File: src/rtl/polyunit_host_if_if.sv
// polyunit_host_if_if: bus between the host driver and the polynomial NTT core.
// The master modport is the host side; the slave modport is the core side.
interface polyunit_host_if_if #(
  parameter int DWID = 48,
  parameter int AWID = 5
);
  logic [1:0]      core_mode;
  logic            core_run;
  logic [DWID-1:0] core_data_in;
  logic [AWID-1:0] core_data_in_add;
  logic            core_data_in_done;
  logic [DWID-1:0] core_data_out;
  logic            core_done;

  modport master (
    output core_mode,
    output core_run,
    output core_data_in,
    output core_data_in_add,
    output core_data_in_done,
    input  core_data_out,
    input  core_done
  );

  modport slave (
    input  core_mode,
    input  core_run,
    input  core_data_in,
    input  core_data_in_add,
    input  core_data_in_done,
    output core_data_out,
    output core_done
  );
endinterface

File: src/rtl/polyunit_host_if.sv
// polyunit_host_if: host-side driver for the polynomial NTT core.
// Packs a 256-coefficient stream four-per-word into the core RAM, issues
// NTT/INTT runs, and reads the RAM back into a buffer that is unpacked to a
// valid/ready coefficient stream. The word address is the coefficient index
// divided by four, truncated to AWID bits.
// Optional watchdog: define POLYUNIT_HOST_TIMEOUT_EN to add timeout_err and
// bound the waits for core_done.
module polyunit_host_if #(
  parameter int WID     = 12,
  parameter int DWID    = 48,
  parameter int AWID    = 5,
  parameter int RD_LAT  = 1,
  parameter int TIMEOUT = 255
) (
  input  logic           clk,
  input  logic           rst,
  input  logic           cmd_valid,
  input  logic [1:0]     cmd_op,
  output logic           cmd_ready,
  input  logic [WID-1:0] coef_in,
  input  logic           coef_in_valid,
  output logic           coef_in_ready,
  output logic [WID-1:0] coef_out,
  output logic           coef_out_valid,
  input  logic           coef_out_ready,
  output logic           coef_out_last,
  output logic           busy,
`ifdef POLYUNIT_HOST_TIMEOUT_EN
  output logic           timeout_err,
`endif
  polyunit_host_if_if.master core
);

  localparam int NWORDS = 1 << AWID;
  localparam int LAT_W  = (RD_LAT < 1) ? 1 : $clog2(RD_LAT + 1);
  localparam logic [LAT_W-1:0] RD_LAT_L = LAT_W'(RD_LAT);

  localparam logic [1:0] OP_LOAD   = 2'd2;
  localparam logic [1:0] OP_UNLOAD = 2'd3;

  typedef enum logic [2:0] {
    S_IDLE     = 3'd0,
    S_RUN      = 3'd1,
    S_LOAD     = 3'd2,
    S_LOAD_FIN = 3'd3,
    S_UNLOAD   = 3'd4,
    S_WAIT     = 3'd5
  } state_e;

  state_e              state_q, state_d;
  logic [1:0]          mode_q, mode_d;
  // Load path: current word presented to the core and the partial next word
  logic [DWID-1:0]     din_q, din_d;
  logic [AWID-1:0]     dadd_q, dadd_d;
  logic [3*WID-1:0]    pack_q, pack_d;
  logic [7:0]          in_idx_q, in_idx_d;
  logic                in_done_q, in_done_d;
  // Unload path: capture side and drain side run independently
  logic [LAT_W-1:0]    lat_q, lat_d;
  logic [AWID-1:0]     cap_idx_q, cap_idx_d;
  logic                cap_done_q, cap_done_d;
  logic [NWORDS-1:0]   vld_q, vld_d;
  logic [7:0]          out_idx_q, out_idx_d;
  logic                out_done_q, out_done_d;
  logic                done_seen_q, done_seen_d;

  logic [DWID-1:0]     buf_q [NWORDS];
  logic                buf_we;
  logic [DWID-1:0]     rd_word;
  logic                in_hs;
  logic                out_hs;

`ifdef POLYUNIT_HOST_TIMEOUT_EN
  logic [7:0]          wd_q, wd_d;
  logic                wd_en;
  logic                wd_fire;
`endif

  // Handshake and status decode from the registered state
  assign cmd_ready      = (state_q == S_IDLE);
  assign busy           = (state_q != S_IDLE);
  assign coef_in_ready  = (state_q == S_LOAD) & ~in_done_q;
  assign rd_word        = buf_q[out_idx_q[AWID+1:2]];
  assign coef_out_valid = (state_q == S_UNLOAD) & ~out_done_q & vld_q[out_idx_q[AWID+1:2]];
  assign coef_out       = coef_out_valid ? rd_word[out_idx_q[1:0]*WID +: WID] : '0;
  assign coef_out_last  = coef_out_valid & (&out_idx_q);
  assign in_hs          = coef_in_valid & coef_in_ready;
  assign out_hs         = coef_out_valid & coef_out_ready;

  assign core.core_mode         = mode_q;
  assign core.core_run          = (state_q == S_RUN);
  assign core.core_data_in      = din_q;
  assign core.core_data_in_add  = dadd_q;
  assign core.core_data_in_done = (state_q == S_LOAD_FIN);

`ifdef POLYUNIT_HOST_TIMEOUT_EN
  assign timeout_err = wd_fire;
`endif

  // Next-state and datapath update for every register
  // NOTE: each _d takes its held value before the case so no path can infer a latch.
  always_comb begin
    state_d     = state_q;
    mode_d      = mode_q;
    din_d       = din_q;
    dadd_d      = dadd_q;
    pack_d      = pack_q;
    in_idx_d    = in_idx_q;
    in_done_d   = in_done_q;
    lat_d       = lat_q;
    cap_idx_d   = cap_idx_q;
    cap_done_d  = cap_done_q;
    vld_d       = vld_q;
    out_idx_d   = out_idx_q;
    out_done_d  = out_done_q;
    done_seen_d = done_seen_q;
    buf_we      = 1'b0;

    case (state_q)
      S_IDLE: begin
        if (cmd_valid) begin
          // A new command starts from a clean slate: address 0, empty buffer
          state_d     = S_RUN;
          mode_d      = cmd_op;
          din_d       = '0;
          dadd_d      = '0;
          pack_d      = '0;
          in_idx_d    = '0;
          in_done_d   = 1'b0;
          lat_d       = '0;
          cap_idx_d   = '0;
          cap_done_d  = 1'b0;
          vld_d       = '0;
          out_idx_d   = '0;
          out_done_d  = 1'b0;
          done_seen_d = 1'b0;
        end
      end

      S_RUN: begin
        case (mode_q)
          OP_LOAD:   state_d = S_LOAD;
          OP_UNLOAD: state_d = S_UNLOAD;
          default:   state_d = S_WAIT;
        endcase
      end

      S_LOAD: begin
        if (in_done_q) begin
          // Last word has now been on the bus for a full cycle
          state_d = S_LOAD_FIN;
        end else if (in_hs) begin
          case (in_idx_q[1:0])
            2'd0:    pack_d[WID-1:0]       = coef_in;
            2'd1:    pack_d[2*WID-1:WID]   = coef_in;
            2'd2:    pack_d[3*WID-1:2*WID] = coef_in;
            default: begin
              // The core writes every cycle, so the word stays put until the next one completes
              din_d  = {coef_in, pack_q};
              dadd_d = in_idx_q[AWID+1:2];
            end
          endcase
          in_idx_d = in_idx_q + 8'd1;
          if (&in_idx_q) in_done_d = 1'b1;
        end
      end

      S_LOAD_FIN: state_d = S_WAIT;

      S_WAIT: begin
        if (core.core_done) state_d = S_IDLE;
      end

      S_UNLOAD: begin
        // Capture is free-running once the read latency has elapsed
        if (lat_q != RD_LAT_L) begin
          lat_d = lat_q + 1'b1;
        end else if (!cap_done_q) begin
          buf_we           = 1'b1;
          vld_d[cap_idx_q] = 1'b1;
          cap_idx_d        = cap_idx_q + 1'b1;
          if (&cap_idx_q) cap_done_d = 1'b1;
        end
        if (out_hs) begin
          out_idx_d = out_idx_q + 8'd1;
          if (&out_idx_q) out_done_d = 1'b1;
        end
        if (core.core_done) done_seen_d = 1'b1;
        if ((out_done_q | (out_hs & (&out_idx_q))) & (done_seen_q | core.core_done)) begin
          state_d = S_IDLE;
          vld_d   = '0;
        end
      end

      default: state_d = S_IDLE;
    endcase

`ifdef POLYUNIT_HOST_TIMEOUT_EN
    // Watchdog covers every state that waits on core_done
    wd_en   = (state_q == S_LOAD_FIN) | (state_q == S_WAIT) |
              ((state_q == S_UNLOAD) & cap_done_q);
    wd_fire = wd_en & (wd_q == 8'(TIMEOUT)) & ~(done_seen_q | core.core_done);
    wd_d    = wd_en ? (wd_q + 8'd1) : 8'd0;
    if (wd_fire) begin
      state_d = S_IDLE;
      vld_d   = '0;
      wd_d    = 8'd0;
    end
`endif
  end

  // State and control registers with synchronous reset
  // NOTE: sequential state is written with non-blocking assignments only.
  always_ff @(posedge clk) begin
    if (rst) begin
      state_q     <= S_IDLE;
      mode_q      <= '0;
      din_q       <= '0;
      dadd_q      <= '0;
      pack_q      <= '0;
      in_idx_q    <= '0;
      in_done_q   <= 1'b0;
      lat_q       <= '0;
      cap_idx_q   <= '0;
      cap_done_q  <= 1'b0;
      vld_q       <= '0;
      out_idx_q   <= '0;
      out_done_q  <= 1'b0;
      done_seen_q <= 1'b0;
    end else begin
      state_q     <= state_d;
      mode_q      <= mode_d;
      din_q       <= din_d;
      dadd_q      <= dadd_d;
      pack_q      <= pack_d;
      in_idx_q    <= in_idx_d;
      in_done_q   <= in_done_d;
      lat_q       <= lat_d;
      cap_idx_q   <= cap_idx_d;
      cap_done_q  <= cap_done_d;
      vld_q       <= vld_d;
      out_idx_q   <= out_idx_d;
      out_done_q  <= out_done_d;
      done_seen_q <= done_seen_d;
    end
  end

`ifdef POLYUNIT_HOST_TIMEOUT_EN
  // Watchdog counter
  always_ff @(posedge clk) begin
    if (rst) wd_q <= 8'd0;
    else     wd_q <= wd_d;
  end
`endif

  // Unload buffer write port
  // NOTE: the buffer array has no reset; vld_q gates every read of it.
  always_ff @(posedge clk) begin
    if (buf_we) buf_q[cap_idx_q] <= core.core_data_out;
  end

endmodule

File: src/flat_wrapper.sv
// flat-port wrapper written by rule: the top's interface ports become plain ports
module polyunit_host_if_flat 
#(
  parameter int WID     = 12,
  parameter int DWID    = 48,
  parameter int AWID    = 5,
  parameter int RD_LAT  = 1,
  parameter int TIMEOUT = 255
)
  (clk, rst, cmd_valid, cmd_op, cmd_ready, coef_in, coef_in_valid, coef_in_ready, coef_out, coef_out_valid, coef_out_ready, coef_out_last, busy, core_core_mode, core_core_run, core_core_data_in, core_core_data_in_add, core_core_data_in_done, core_core_data_out, core_core_done);
  polyunit_host_if_if #(.DWID(DWID), .AWID(AWID)) core_i ();
  input  logic clk;
  input  logic rst;
  input  logic cmd_valid;
  input  logic [1:0] cmd_op;
  output logic cmd_ready;
  input  logic [WID-1:0] coef_in;
  input  logic coef_in_valid;
  output logic coef_in_ready;
  output logic [WID-1:0] coef_out;
  output logic coef_out_valid;
  input  logic coef_out_ready;
  output logic coef_out_last;
  output logic busy;
  output wire logic [$bits(core_i.core_mode)-1:0] core_core_mode;
  output wire logic [$bits(core_i.core_run)-1:0] core_core_run;
  output wire logic [$bits(core_i.core_data_in)-1:0] core_core_data_in;
  output wire logic [$bits(core_i.core_data_in_add)-1:0] core_core_data_in_add;
  output wire logic [$bits(core_i.core_data_in_done)-1:0] core_core_data_in_done;
  input wire logic [$bits(core_i.core_data_out)-1:0] core_core_data_out;
  input wire logic [$bits(core_i.core_done)-1:0] core_core_done;
  assign core_core_mode = core_i.core_mode;
  assign core_core_run = core_i.core_run;
  assign core_core_data_in = core_i.core_data_in;
  assign core_core_data_in_add = core_i.core_data_in_add;
  assign core_core_data_in_done = core_i.core_data_in_done;
  assign core_i.core_data_out = core_core_data_out;
  assign core_i.core_done = core_core_done;
  polyunit_host_if #(.WID(WID), .DWID(DWID), .AWID(AWID), .RD_LAT(RD_LAT), .TIMEOUT(TIMEOUT)) u_core (.clk(clk), .rst(rst), .cmd_valid(cmd_valid), .cmd_op(cmd_op), .cmd_ready(cmd_ready), .coef_in(coef_in), .coef_in_valid(coef_in_valid), .coef_in_ready(coef_in_ready), .coef_out(coef_out), .coef_out_valid(coef_out_valid), .coef_out_ready(coef_out_ready), .coef_out_last(coef_out_last), .busy(busy), .core(core_i));
endmodule
File: config.mk
export PLATFORM = sky130hd
export DESIGN_NAME = polyunit_host_if_flat
export DESIGN_NICKNAME = d
export VERILOG_FILES = /design/src/rtl/polyunit_host_if_if.sv /design/src/rtl/polyunit_host_if.sv /design/src/flat_wrapper.sv
export SDC_FILE = /design/constraint.sdc
export NUM_CORES = 2
export LEC_CHECK = 0
export ABC_CLOCK_PERIOD_IN_PS = 8400
export BUFFER_PORTS_ARGS = -buffer_cell sky130_fd_sc_hd__buf_2
export CORE_ASPECT_RATIO = 0.9
export CORE_MARGIN = 10
export CORE_UTILIZATION = 60
export DETAILED_ROUTE_END_ITERATION = 12
export HOLD_SLACK_MARGIN = 0.02
export PLACE_DENSITY = 0.78
export SYNTH_ARGS = -nofsm -noshare
export SYNTH_HDL_FRONTEND = slang
export SYNTH_SLANG_ARGS = --single-unit
File: constraint.sdc
create_clock -name clk -period 8.4 [get_ports clk]
set_input_delay 0 -clock clk [delete_from_list [all_inputs] [get_ports clk]]
set_output_delay 0 -clock clk [all_outputs]
set_load 0.01 [all_outputs]
==> impl_metrics.tcl <==
set metrics [dict create \
    status "finished, final reports clean" \
    areaGrowthSynthToFinish_pct 12.65 \
    p_per_area_nw_per_um2 225.0 \
    grt_max_degree 132 \
    share_clk_of_total_power 0.423 \
    rsz0062_at_grt "no" \
    drtAntennaViolNets 0 \
    drt-pass1-iter-count 9 \
    hp-start "coef_in[7]" \
    grt_pass1_vias 34190 \
    cts_buffer_depth 3 \
    seq_power_share 0.561 \
    cts_tree "yes" \
    ios 142 \
    ys_seq_area_frac 0.7634 \
    vdd_drop_max_uv 252.3 \
    core-area_sq_um 107100 \
    p_sw_mw 3.225 \
    cts_setup_buffers 0 \
    yosys_warnings 0 \
    grtUsageTotal 0.2711 \
    synth_area_sq_um 64540 \
    crit_type "reg -> out" \
    grt_overflow_total 0 \
    clockRootBuffer "clkbuf_16" \
    final_area_sq_um 72700 \
    drive_above_1_share 0.2426 \
    dp_hpwl_microns 82220 \
    drc 0 \
    finalSetupTns_ns 0 \
    rows 114 \
    instances_no_fill 4990 \
    die_x_microns 365.7 \
    p_int_mw 13.13 \
    setup_viol_count_final 0 \
    hold_violations 0 \
    maxCapViolations 0 \
    dieArea_sq_um 121100 \
    finalCriticalPeriod_ns 5.254 \
    synth_top_area_share 0.7147 \
    start_util 0.6025 \
    nets 3490 \
    synth_area_leaders "edfxtp_1 71%, mux4_2 14%, dfxtp_1 4.9%" \
    avgViaCountPerCell 6.858 \
    min_period_over_period 0.6255 \
    r2r-start "u_core.state_q[2]" \
    r2r_slack_ns 3.91 \
    comb_power_share 0.016 \
    crit_fanout 116 \
    min_path_type "in -> reg" \
    r2r-end "u_core.buf_q[24][13]" \
    synth_area_leader_cell "edfxtp_1" \
    port-buffer-count 141 \
    ys_async_sr_fraction 0 \
    startpoint_type "flip-flop" \
    p_sw_frac 0.1971 \
    ys_ff_latch 1693 \
    worstPathArrival_ns 5.25 \
    synth_most_common_cell "edfxtp_1" \
    num_vias 34220 \
    clock_latency_ns 0.75 \
    end_kind "output port" \
    post_drt_wl_per_cell_microns 33.09 \
    power_leakage_nw 22.00 \
    grt_pass1_wl_microns 239400 \
    worst_pin_slew_ns 1.353 \
    routed_wl_microns 165100 \
    fmax_mhz 190.3 \
    clk_pin_slew_ns 0.07 \
    cts.htree.levels 4 \
    r2r_cells 5 \
    place_congestion 0.8039 \
    cts_sinks 1693 \
    yosys_most_used_dff "edfxtp_1" \
    netlist_instances 3169 \
    synth_common_cells "1536 x edfxtp_1, 388 x mux4_2, 157 x dfxtp_1" \
    dp_cells 4628 \
    slew_headroom 0.09795 \
    hold_slack_ns 0.1252 \
    antenna_found_initial 8 \
    worst_ep_required_time_ns 8.40 \
    place_area_sq_um 67000 \
    cts_made_buffers 157 \
    die_h_microns 331.1 \
    syn_area_per_cell_sq_um 20.37 \
    drt_iter0_markers 5341 \
    synth_cell_types 54 \
    synth_nets 3247 \
    min_path_cells 4 \
    synth_edf_count 1536 \
    min_to "u_core.core.core_data_in[43]" \
    fin_worst_skew_ns 0.03369 \
    slew_violations 0 \
]
[power by group through the flow]
stage / Clock [mW] / Sequential (mW) / Combinational (mW)
after floorplan: 0 / 9.36 / 0.0770
after global placement: 0 / 9.36 / 0.202
after detailed placement: 0 / 9.36 / 0.218
after CTS: 6.97 / 9.18 / 0.251
after global routing: 7.29 / 9.18 / 0.279
final: 6.92 / 9.18 / 0.258
[layout by cell type, fill, tap and decap left out, types with 69 or more instances in the layout]
master / Yosys / final
o22ai_1: 72 / 72
mux2i_1: 149 / 149
a21oi_1: 136 / 136
nor2_1: 100 / 69
buf_2: 61 / 141
clkbuf_16: 0 / 163
mux4_2: 388 / 388
dlygate4sd3_1: 0 / 74
nand3_1: 94 / 94
nand2_1: 118 / 118
dfxtp_1: 157 / 154
edfxtp_1: 1536 / 1536
[through the flow]
step / util / worst slack (ns) / total power [mW]
after floorplan: - / 4.359 / 9.439
after global placement: 0.6254 / 4.051 / 9.562
after detailed placement: 0.6254 / 3.986 / 9.580
after CTS: 0.6785 / 3.205 / 16.40
after global routing: 0.6786 / 2.878 / 16.74
final: 0.6787 / 3.146 / 16.36
[cell families after synthesis]
family / Yosys count / synth area share
flip-flops: 1693 / 0.7634
multiplexers: 542 / 0.1601
AND/OR/NAND/NOR: 404 / 0.02912
AO/OA/AOI/OAI: 312 / 0.03051
buffers and inverters: 202 / 0.01415
adder cells (fa/ha/maj): 10 / 0.001939
XOR/XNOR: 6 / 0.0008142
[state kept, by name (all words and copies together) (netlist names), named ones only]
name	count
u_core.pack_q	36
u_core.done_seen_q	1
u_core.core.core_mode	2
u_core.core.core_data_in_add	5
u_core.vld_q	32
u_core.cap_done_q	1
u_core.out_idx_q	8
u_core.out_done_q	1
u_core.state_q	3
u_core.cap_idx_q	5
u_core.buf_q	1536
u_core.in_done_q	1
u_core.core.core_data_in	48
u_core.in_idx_q	8
u_core.lat_q	1
[metal layers]
| layer | wire length [microns] | part of all wire | vias up | track usage |
|---|---|---|---|---|
| met3 | 18890 | 0.11 | 398 | 0.05802 |
| li1 | - | - | 13590 | - |
| met4 | 5903 | 0.036 | 8 | 0.09938 |
| met2 | 80550 | 0.49 | 2476 | 0.4385 |
| met1 | 59750 | 0.36 | 17750 | 0.3678 |
| met5 | 43 | 0.00026 | - | 0 |
[worst max-delay path by stage]
stage	from	to	slack [ns]	cells after the start
2_1_floorplan	u_core.state_q[1]	u_core.buf_q[21][0]	4.36	5
3_3_place_gp	flip-flop	coef_out[5]	4.05	9
3_5_place_dp	flip-flop	coef_out[10]	3.99	9
4_1_cts	flip-flop	coef_out[10]	3.20	9
5_1_grt	flip-flop	coef_out[10]	2.88	9
6_report	flip-flop	coef_out[8]	3.15	7
[what timing repair did]
| item | in CTS | in global routing |
|---|---|---|
| hold endpoints to repair | 1670 | 0 |
| resized for setup | 0 | 0 |
| hold buffers | 74 | 0 |
[layout make-up]
class	count	area [sq um]
clock inverters	80	703.2
inverters	12	45.04
repair buffers	274	1952
clock buffers	200	4238
well taps	1450	1814
multi-input cells	1274	14650
diodes	7	17.52
fillers	6324	34420
flip-flops and latches	1693	49280
[worst max-delay path: stages, from the launching register on]
cell     delay (ns)
dfxtp_4        1.11
buf_12         0.51
mux4_2         0.37
o22ai_1        0.08
nor4_1         0.93
o22ai_1        0.56
nor3_1         0.50
buf_2          0.23
Note: power is estimated with default switching activity, not from simulation.
